===== config.mk =====
export PLATFORM = sky130hd
export DESIGN_NAME = regfile_ctrl
export DESIGN_NICKNAME = d
export VERILOG_FILES = /design/src/rtl/rf_pkg.sv /design/src/rtl/rf_wq.sv /design/src/rtl/regfile_ctrl.sv
export SDC_FILE = /design/constraint.sdc
export NUM_CORES = 1
export LEC_CHECK = 0
export ABC_AREA = 1
export CORE_MARGIN = 2
export CORE_UTILIZATION = 46
export DETAILED_ROUTE_END_ITERATION = 8
export PLACE_DENSITY_LB_ADDON = 0.2
export SYNTH_ARGS = -nofsm -noshare
export SYNTH_HDL_FRONTEND = slang
export SYNTH_SLANG_ARGS = --single-unit

===== constraint.sdc =====
create_clock -name clk -period 3.88 [get_ports clk]
set_input_delay 0.776 -clock clk [delete_from_list [all_inputs] [get_ports clk]]
set_output_delay 0.776 -clock clk [all_outputs]
set_load 0.01 [all_outputs]

===== src/rtl/rf_pkg.sv =====
// Shared types for the register-file access sequencer and its write queue.
// Default widths match the register file's data and address buses.
package rf_pkg;

  localparam int RF_DATA_W = 32;
  localparam int RF_ADDR_W = 5;

  typedef logic [RF_ADDR_W-1:0] rf_addr_t;
  typedef logic [RF_DATA_W-1:0] rf_data_t;

  typedef struct packed {
    rf_addr_t addr;
    rf_data_t data;
  } wq_entry_t;

  typedef enum logic {
    IDLE,
    RD_WAIT
  } rfc_state_e;

  function automatic logic entryHit(input logic valid, input wq_entry_t entry, input rf_addr_t addr);
    return valid && (entry.addr == addr);
  endfunction

endpackage


===== src/rtl/rf_wq.sv =====
// In-order writeback queue; contents are presented oldest-first so the
// sequencer can compare addresses by age without knowing the pointers.
module rf_wq
  import rf_pkg::*;
#(
  parameter int DEPTH = 4
) (
  input  logic      clk_i,
  input  logic      rst_i,
  input  logic      push_i,
  input  wq_entry_t push_entry_i,
  input  logic      pop_i,
  output logic      full_o,
  output logic      empty_o,
  output wq_entry_t entries_o [DEPTH],
  output logic      valid_o   [DEPTH]
);

  localparam int PTR_W = (DEPTH > 1) ? $clog2(DEPTH) : 1;
  localparam int CNT_W = PTR_W + 1;

  wq_entry_t        mem_q [DEPTH];
  logic [PTR_W-1:0] wr_ptr_q, wr_ptr_d;
  logic [PTR_W-1:0] rd_ptr_q, rd_ptr_d;
  logic [CNT_W-1:0] count_q, count_d;
  logic             do_push, do_pop;

  assign full_o  = (count_q == CNT_W'(DEPTH));
  assign empty_o = (count_q == '0);
  assign do_push = push_i && !full_o;
  assign do_pop  = pop_i && !empty_o;

  // Pointers wrap naturally because DEPTH is a power of two.
  always_comb begin
    wr_ptr_d = wr_ptr_q;
    rd_ptr_d = rd_ptr_q;
    count_d  = count_q;
    if (do_push) wr_ptr_d = wr_ptr_q + 1'b1;
    if (do_pop)  rd_ptr_d = rd_ptr_q + 1'b1;
    case ({do_push, do_pop})
      2'b10:   count_d = count_q + 1'b1;
      2'b01:   count_d = count_q - 1'b1;
      default: count_d = count_q;
    endcase
  end

  always_ff @(posedge clk_i) begin
    if (rst_i) begin
      wr_ptr_q <= '0;
      rd_ptr_q <= '0;
      count_q  <= '0;
    end else begin
      wr_ptr_q <= wr_ptr_d;
      rd_ptr_q <= rd_ptr_d;
      count_q  <= count_d;
    end
  end

  always_ff @(posedge clk_i) begin
    if (do_push) mem_q[wr_ptr_q] <= push_entry_i;
  end

  // Slot k is the k-th oldest pending write; slot 0 is the head.
  always_comb begin
    for (int k = 0; k < DEPTH; k++) begin
      entries_o[k] = mem_q[rd_ptr_q + PTR_W'(k)];
      valid_o[k]   = (CNT_W'(k) < count_q);
    end
  end

endmodule


===== src/rtl/regfile_ctrl.sv =====
// Register-file access sequencer: arbitrates operand reads against queued writebacks.
// Define RF_BYPASS_EN to forward pending writes to reads instead of stalling on them.
module regfile_ctrl
  import rf_pkg::*;
#(
  parameter int DATA_W   = RF_DATA_W,
  parameter int ADDR_W   = RF_ADDR_W,
  parameter int WQ_DEPTH = 4
) (
  input  logic              clk,
  input  logic              rst,
  input  logic              rd_req_valid,
  output logic              rd_req_ready,
  input  logic [ADDR_W-1:0] rd_addr1,
  input  logic [ADDR_W-1:0] rd_addr2,
  input  logic [ADDR_W-1:0] rd_addr3,
  output logic              rd_rsp_valid,
  output logic [DATA_W-1:0] rd_data1,
  output logic [DATA_W-1:0] rd_data2,
  output logic [DATA_W-1:0] rd_data3,
  input  logic              wb_valid,
  output logic              wb_ready,
  input  logic [ADDR_W-1:0] wb_addr,
  input  logic [DATA_W-1:0] wb_data,
  output logic              rf_enable,
  output logic              rf_write,
  output logic              rf_read,
  output logic [ADDR_W-1:0] rf_raddr1,
  output logic [ADDR_W-1:0] rf_raddr2,
  output logic [ADDR_W-1:0] rf_waddr1,
  output logic [DATA_W-1:0] rf_din,
  input  logic [DATA_W-1:0] rf_dout1,
  input  logic [DATA_W-1:0] rf_dout2,
  input  logic [DATA_W-1:0] rf_dout3
);

  wq_entry_t         push_entry;
  wq_entry_t         wq_entries [WQ_DEPTH];
  logic              wq_valid   [WQ_DEPTH];
  logic              wq_full, wq_empty;

  logic [ADDR_W-1:0] op_addr    [3];
  logic [DATA_W-1:0] rf_dout    [3];
  logic [DATA_W-1:0] capture    [3];

  rfc_state_e        state_q;
  logic              rsp_valid_q;
  logic [DATA_W-1:0] data_q     [3];

  logic              hazard, can_accept, rd_accept, drain, wb_push;

  assign op_addr[0] = rd_addr1;
  assign op_addr[1] = rd_addr2;
  assign op_addr[2] = rd_addr3;
  assign rf_dout[0] = rf_dout1;
  assign rf_dout[1] = rf_dout2;
  assign rf_dout[2] = rf_dout3;

  always_comb begin
    push_entry      = '0;
    push_entry.addr = rf_addr_t'(wb_addr);
    push_entry.data = rf_data_t'(wb_data);
  end

  rf_wq #(
    .DEPTH(WQ_DEPTH)
  ) u_wq (
    .clk_i        (clk),
    .rst_i        (rst),
    .push_i       (wb_push),
    .push_entry_i (push_entry),
    .pop_i        (drain),
    .full_o       (wq_full),
    .empty_o      (wq_empty),
    .entries_o    (wq_entries),
    .valid_o      (wq_valid)
  );

`ifdef RF_BYPASS_EN
  logic              byp_hit_d  [3];
  logic              byp_hit_q  [3];
  logic [DATA_W-1:0] byp_data_d [3];
  logic [DATA_W-1:0] byp_data_q [3];

  assign hazard = 1'b0;

  // Scan oldest to youngest so the last match wins; the head being drained
  // this cycle is already on its way into the regfile and is skipped.
  always_comb begin
    for (int j = 0; j < 3; j++) begin
      byp_hit_d[j]  = 1'b0;
      byp_data_d[j] = '0;
    end
    for (int k = 0; k < WQ_DEPTH; k++) begin
      for (int j = 0; j < 3; j++) begin
        if (entryHit(wq_valid[k] && !(k == 0 && drain), wq_entries[k], rf_addr_t'(op_addr[j]))) begin
          byp_hit_d[j]  = 1'b1;
          byp_data_d[j] = DATA_W'(wq_entries[k].data);
        end
      end
    end
  end

  always_ff @(posedge clk) begin
    if (rst) begin
      for (int j = 0; j < 3; j++) begin
        byp_hit_q[j]  <= 1'b0;
        byp_data_q[j] <= '0;
      end
    end else if (rd_accept) begin
      byp_hit_q  <= byp_hit_d;
      byp_data_q <= byp_data_d;
    end
  end

  always_comb begin
    for (int j = 0; j < 3; j++) begin
      capture[j] = byp_hit_q[j] ? byp_data_q[j] : rf_dout[j];
    end
  end
`else
  // Without forwarding, any pending write to an operand must land first.
  always_comb begin
    hazard = 1'b0;
    for (int k = 0; k < WQ_DEPTH; k++) begin
      for (int j = 0; j < 3; j++) begin
        if (entryHit(wq_valid[k], wq_entries[k], rf_addr_t'(op_addr[j]))) hazard = 1'b1;
      end
    end
  end

  always_comb begin
    for (int j = 0; j < 3; j++) begin
      capture[j] = rf_dout[j];
    end
  end
`endif

  // A full queue blocks reads, so draining whenever no read is taken also
  // covers the full-queue-first priority.
  assign can_accept   = !rst && (state_q == IDLE) && !wq_full && !hazard;
  assign rd_req_ready = can_accept;
  assign rd_accept    = rd_req_valid && can_accept;
  assign drain        = !rst && !wq_empty && !rd_accept;
  assign wb_ready     = !rst && !wq_full;
  assign wb_push      = wb_valid && wb_ready;

  assign rf_read   = rd_accept;
  assign rf_write  = drain;
  assign rf_enable = rd_accept || drain;
  assign rf_raddr1 = rd_addr1;
  assign rf_raddr2 = rd_addr2;
  assign rf_waddr1 = drain ? ADDR_W'(wq_entries[0].addr) : rd_addr3;
  assign rf_din    = DATA_W'(wq_entries[0].data);

  // The regfile presents dout the cycle after the read strobe; capture it
  // then and pulse the response the following cycle.
  always_ff @(posedge clk) begin
    if (rst) begin
      state_q     <= IDLE;
      rsp_valid_q <= 1'b0;
      for (int j = 0; j < 3; j++) data_q[j] <= '0;
    end else begin
      rsp_valid_q <= 1'b0;
      case (state_q)
        IDLE: begin
          if (rd_accept) state_q <= RD_WAIT;
        end
        RD_WAIT: begin
          state_q     <= IDLE;
          rsp_valid_q <= 1'b1;
          for (int j = 0; j < 3; j++) data_q[j] <= capture[j];
        end
        default: state_q <= IDLE;
      endcase
    end
  end

  assign rd_rsp_valid = rsp_valid_q;
  assign rd_data1     = data_q[0];
  assign rd_data2     = data_q[1];
  assign rd_data3     = data_q[2];

endmodule


Word-level counts from Yosys, hierarchy flattened

Memories as Yosys holds them, arrays and structs flattened. A register that Yosys moved wholly into a read port is not among the register bits.
Cells that the tools add are included.

Multiplexer cells: 28
Reductions and logical operators: 30
Bitwise gates (word level): 4
Equality and inequality tests: 15
$add $sub $neg: 6
Magnitude comparators: 4

Operators with widths:

| cell                | number |
|---|---|
| $mux 32             | 3 |
| $eq 5x5->1          | 12 |
| $logic_and 1x1->1   | 22 |
| $mux 1              | 20 |
| $lt 1x3->1 const A  | 2 |
| $lt 2x3->1 const A  | 2 |
| $pmux 3 s2          | 1 |
| $logic_not 1->1     | 5 |
| $mux 5              | 1 |
| $add 2x1->2 const B | 2 |
| $add 2x2->2 const B | 2 |
| $mux 2              | 2 |
| $add 3x1->3 const B | 1 |
| $eq 3x3->1 const B  | 1 |
| $logic_not 3->1     | 1 |
| $or 1x1->1          | 3 |
| $sub 3x1->3 const B | 1 |
| $eq 2x1->1 const B  | 1 |
| $eq 2x2->1 const B  | 1 |
| $pmux 1 s2          | 1 |
| $reduce_bool 2->1   | 1 |
| $logic_or 1x1->1    | 1 |
| $not 1->1           | 1 |

Register bits: 9
RAM bits: 244
Output and inout port bits: 149
Memories kept: 2

Memory list:

| name       | words | bits a word | read ports | clocked after memory_dff | write ports | RTL line           | source |
|---|---|---|---|---|---|---|---|
| u_wq.mem_q | 4     | 37          | 4          | 1                        | 1           | rf_wq.sv:22        | `wq_entry_t mem_q [DEPTH];` |
| data_q     | 3     | 32          | 3          | 0                        | 3           | regfile_ctrl.sv:48 | `logic [DATA_W-1:0] data_q [3];` |

Logic depth before layout (Yosys ltp)

Depth after elaboration: 22
Depth in mapped cells: 24
Depth with buffers taken out: 23

Hierarchy

From an unflattened synthesis, not the netlist that was laid out.

Cells, all modules: 1561
Area total of the unflattened synthesis: 13409.1 um^2

By module, submodules not included:

| module       | cells each | times used | area an instance (um^2) |
|---|---|---|---|
| rf_wq        | 1009       | 1          | 8557.0 |
| regfile_ctrl | 552        | 1          | 4852.2 |

Worst setup path after synthesis

OpenSTA, ideal clock, no wires.

Path kind: input port to flip-flop
Start point: in rst
End point: mem data_q[0][0] (netlist name) (enable)
Buffers on the path: 0
Data arrival time: 2.484 ns
Data required time: 2.978 ns
Library setup time: 0.902 ns
Stages on the path: 2
Path slack: 0.494 ns
Path through: inv_1 > nand2_1

RTL lines:

| element            | RTL line           | source |
|---|---|---|
| start: declaration | regfile_ctrl.sv:11 | `input logic rst,` |
| end: declaration   | regfile_ctrl.sv:48 |  |

Final worst setup path

Start point: reg u_wq.rd_ptr_q[0]
End point: out rf_waddr1[1]

Longest elaborated chain between the ends: 19
Elaborated cells on any way between the ends: 37
Classes of those cells: add/sub (3); eq/ne (9); mux (10); reduce/logical (14); memory (1)

Ends and longest elaborated chain:

| element                  | RTL line            | source |
|---|---|---|
| start: declaration       | rf_wq.sv:24         | `logic [PTR_W-1:0] rd_ptr_q, rd_ptr_d;` |
| start signal: assignment | rf_wq.sv:54         | `rd_ptr_q <= rd_ptr_d;` |
| $add 2x1->2              | rf_wq.sv:66         | `entries_o[k] = mem_q[rd_ptr_q + PTR_W'(k)];` |
| $mem_v2 4x37 (*)         | --                  |  |
| $eq 5x5->1               | rf_pkg.sv:22        | `return valid && (entry.addr == addr);` |
| $logic_and 1x1->1        | rf_pkg.sv:22        |  |
| $mux 1 (8 in a row)      | regfile_ctrl.sv:127 | `if (entryHit(wq_valid[k], wq_entries[k], rf_addr_t'(op_addr[j]))) hazard = 1'b1;` |
| $mux 1 (*)               | regfile_ctrl.sv:127 |  |
| $logic_not 1->1 (*)      | regfile_ctrl.sv:141 | `assign can_accept = !rst && (state_q == IDLE) && !wq_full && !hazard;` |
| $logic_and 1x1->1 (*)    | regfile_ctrl.sv:141 |  |
| $logic_and 1x1->1 (*)    | regfile_ctrl.sv:143 | `assign rd_accept = rd_req_valid && can_accept;` |
| $logic_not 1->1 (*)      | regfile_ctrl.sv:144 | `assign drain = !rst && !wq_empty && !rd_accept;` |
| $logic_and 1x1->1 (*)    | regfile_ctrl.sv:144 |  |
| $mux 5 (*)               | regfile_ctrl.sv:153 | `assign rf_waddr1 = drain ? ADDR_W'(wq_entries[0].addr) : rd_addr3;` |
| end: declaration         | regfile_ctrl.sv:30  | `output logic [ADDR_W-1:0] rf_waddr1,` |

Every way passes the cells marked *; elsewhere a longest branch is shown, timed or not.

==> metrics.md <==
| Metric | Value |
|---|---|
| FP Rows | 58 |
| Slew Limit Fails | 0 |
| Ys async rst share | 0% |
| Reg-to-reg setup timing slack | 0.81 ns |
| Synth Net Count | 1,284 |
| 1st-iter DRT viols | 654 |
| CP startpoint kind | flip-flop |
| GR Util All Layers | 22.1% |
| Distinct cells, synth | 30 |
| Post-route ant nets | 0 |
| Port-buffer cells | 300 |
| Most Crowded Layer GR | met2 |
| Pwr Density | 586 nW/um2 |
| Routability cong. | 0.971 |
| Max VDD drop | 0.393 mV |
| Pleak | 6.72 nW |
| Max-cap violations | 0 |
| Clock Pin Slew Worst Setup and Hold Paths | 0.06 ns |
| Gr ovfl total | 0 |
| Final setup violation count | 0 |
| Cells on Worst Hold Path | 2 |
| First-pass GRT wire length | 45.2 mm |
| Reg2reg end | u_wq.count_q[2] |
| Clock skew | 0.00781 ns |
| Area grow syn2layout | 37.9% |
| Met3 GRT Util | 4.47% |
| Fin. Hold Viols | 0 |
| P_sw | 3.18 mW |
| Placeable Area | 25,000 um2 |
| Commonest non-fill, non-tap cell in the layout | clkdlybuf4s50_1 |
| Fin crit period | 3.70 ns |
| Vias in the first global route | 8,228 |
| WS Path Type | reg -> out |
| Deepest clock path buffer count | 3 |
| Final WL | 30.1 mm |
| Final HPWL DP | 21.6 mm |
| Final setup margin | 0.184 ns |
| Crit-path max FO | 13 |
| YS warnings | 0 |
| Tightest Pin Transition | 0.674 ns |
| R2R cell count | 23 |
| Syn avg cell area | 10.4 um2 |
| GR Layer Usage met2 | 38.1% |
| Worst relative slew slack | 55.0% |
| Yosys top cell area share | 62.9% |
| Hold/Removal Path Class | reg -> reg |
| Antenna violations before repair | 0 |
| Width of the die | 163 um |
| Worst skew pair latency | 0.52 ns |
| Fillers | 2,000 |
| Drt first pass iters | 7 |
| Sw Share | 33.8% |
| Cell Int Power | 6.24 mW |
| Final net count | 1,609 |
| Die Span Y | 163 um |
| Root Driver | clkbuf_16 |
| Seq pwr share | 36.2% |
| Critical path origin | u_wq.rd_ptr_q[0] |
| Fraction of layout cells with a size suffix above 1 | 10.9% |
| Synth area leader | edfxtp_1 |
| Comb pwr share | 39.2% |
| DRC | 0 |
| Mapped cell area | 11,600 um2 |
| DP Worst Slack | -0.0217 ns |
| M1 GR Usage | 28.6% |
| Worst EP required | 3.10 ns |
| Most frequent cells in the layout | clkdlybuf4s50_1, edfxtp_1, nand2_1, nor2_1, inv_1 |
| Pwr Total | 9.42 mW |
| Synth area leaders | edfxtp_1, nand2_1, nor2_1 |
| CTS buffer count | 27 |
| #FFs+latches synth | 255 |
| Setup crit end | rf_waddr1[1] |
| Initial Utilization | 46.5% |
| F_max | 271 MHz |
| Largest net degree at the start of global routing | 47 |
| Average wire per standard cell | 16.8 um |
| Fin crit share | 95.3% |
| Number of flops mapped to enable cells by yosys | 244 |
| H-tree lvl count | 1 |
| Status | finished clean |
| Post-DR vias/cell | 4.82 |
| Crit end category | output pin |
| Die area | 26,600 um2 |
| IO Count | 301 |
| Unrepaired setup endpoints after global routing | true |
| Sequential share of the synthesized area | 64.8% |
| Clock sinks | 255 |
| WP data arrival | 2.92 ns |
| Reg-to-reg startpoint | u_wq.rd_ptr_q[0] |
| CTS tree | done |
| Clock power share | 24.7% |
| Mapped Cells | 1,123 |
| Routed via count | 8,654 |
| Diode count | 0 |
| Main synth FF type | edfxtp_1 |
per-stage QoR:
stage	std cells	util, %	setup TNS (ns)	instance area [um2]	hold WS [ns]
floorplan	1123	-	0	11600	0.446
finish	1795	64.1	0	16100	0.526
detailed placement	1736	60.2	-0.0505	15100	0.520
global placement	1736	60.2	-0.00753	15100	0.506
global route	1795	64.1	-0.00331	16100	0.568
CTS	1789	63.9	-0.103	16000	0.534
timing repair:
action / CTS / global route
gates resized for setup: 21 / 12
buffers inserted: 7 / 6
hold buffers: 0 / 0
endpoints found under the setup margin: 8 / 7
pin swaps: 2 / 0
layer usage:
layer	share of wire (%)	vias up
met1	41	3997
met5	0	-
met3	6.3	49
li1	-	4343
met4	2.3	0
met2	50	265
cell type report:
cell class | instances | area [um2] | area share, %
sequential | 255 | 7560 | 47.1
clock buffer | 34 | 702 | 4.37
multi-input combinational | 667 | 3290 | 20.5
timing repair buffer | 350 | 3450 | 21.5
clock inverter | 12 | 85.1 | 0.530
tap | 330 | 413 | 2.57
inverter | 147 | 563 | 3.51
cell usage after synthesis, types with 10 or more instances:
| cell | number |
|---|---|
| o22ai_1 | 32 |
| nand3_1 | 71 |
| clkbuf_1 | 30 |
| nand2_4 | 12 |
| nand2_1 | 204 |
| nand2_2 | 32 |
| xor2_1 | 21 |
| inv_1 | 142 |
| o21ai_0 | 72 |
| nor2_1 | 193 |
| buf_4 | 10 |
| dfxtp_1 | 11 |
| edfxtp_1 | 244 |
worst max-delay path: stages (launching register included):
cell and delay (ns):
dfxtp_4 0.37, buf_6 0.14, nand2_1 0.07, nand2_1 0.11, nand2_1 0.15, nand2_1 0.12
nand2_1 0.07, nand2_1 0.06, nor2_1 0.17, nand3_1 0.11, nand3_1 0.14, nand2_1 0.08
inv_2 0.07, nor2_4 0.04, nand3_4 0.08, nand2_8 0.08, buf_4 0.17, o21ai_2 0.09
dlygate4sd2_1 0.27
worst min path at each step:
stage,startpoint,to,slack (ns)
floorplan,state_q,rd_rsp_valid,0.45
global placement,u_wq.wr_ptr_q[1],u_wq.wr_ptr_q[1],0.51
detailed placement,u_wq.wr_ptr_q[1],u_wq.wr_ptr_q[1],0.52
CTS,u_wq.wr_ptr_q[1],u_wq.wr_ptr_q[1],0.53
global route,u_wq.wr_ptr_q[1],u_wq.wr_ptr_q[1],0.57
finish,u_wq.wr_ptr_q[1],u_wq.wr_ptr_q[1],0.53
cells by family (layout without fill, tap and decap cells):
kind of cell	count (synthesis)	in the layout	synth area share, %
fa+ha+maj	9	9	0.967
flops	255	255	64.8
simple gates	516	516	19.1
compound gates	119	119	5.62
buf+inv	201	543	7.68
xor+xnor	23	23	1.86
state kept, by name, summed over array words and instances, names as in the netlist, named ones only:
register / flops
u_wq.mem_q: 148
u_wq.wr_ptr_q: 2
u_wq.rd_ptr_q: 2
rd_rsp_valid: 1
state_q: 1
data_q: 96
u_wq.count_q: 3
power by group through the flow:
stage | registers [mW] | logic [mW] | clock network, mW
after floorplan | 3.54 | 1.97 | 0
after global placement | 3.44 | 3.49 | 0
after detailed placement | 3.45 | 3.50 | 0
after CTS | 3.41 | 3.67 | 2.36
after global routing | 3.43 | 4.02 | 2.49
final | 3.41 | 3.69 | 2.32
Power figures use the tool's default switching activity.
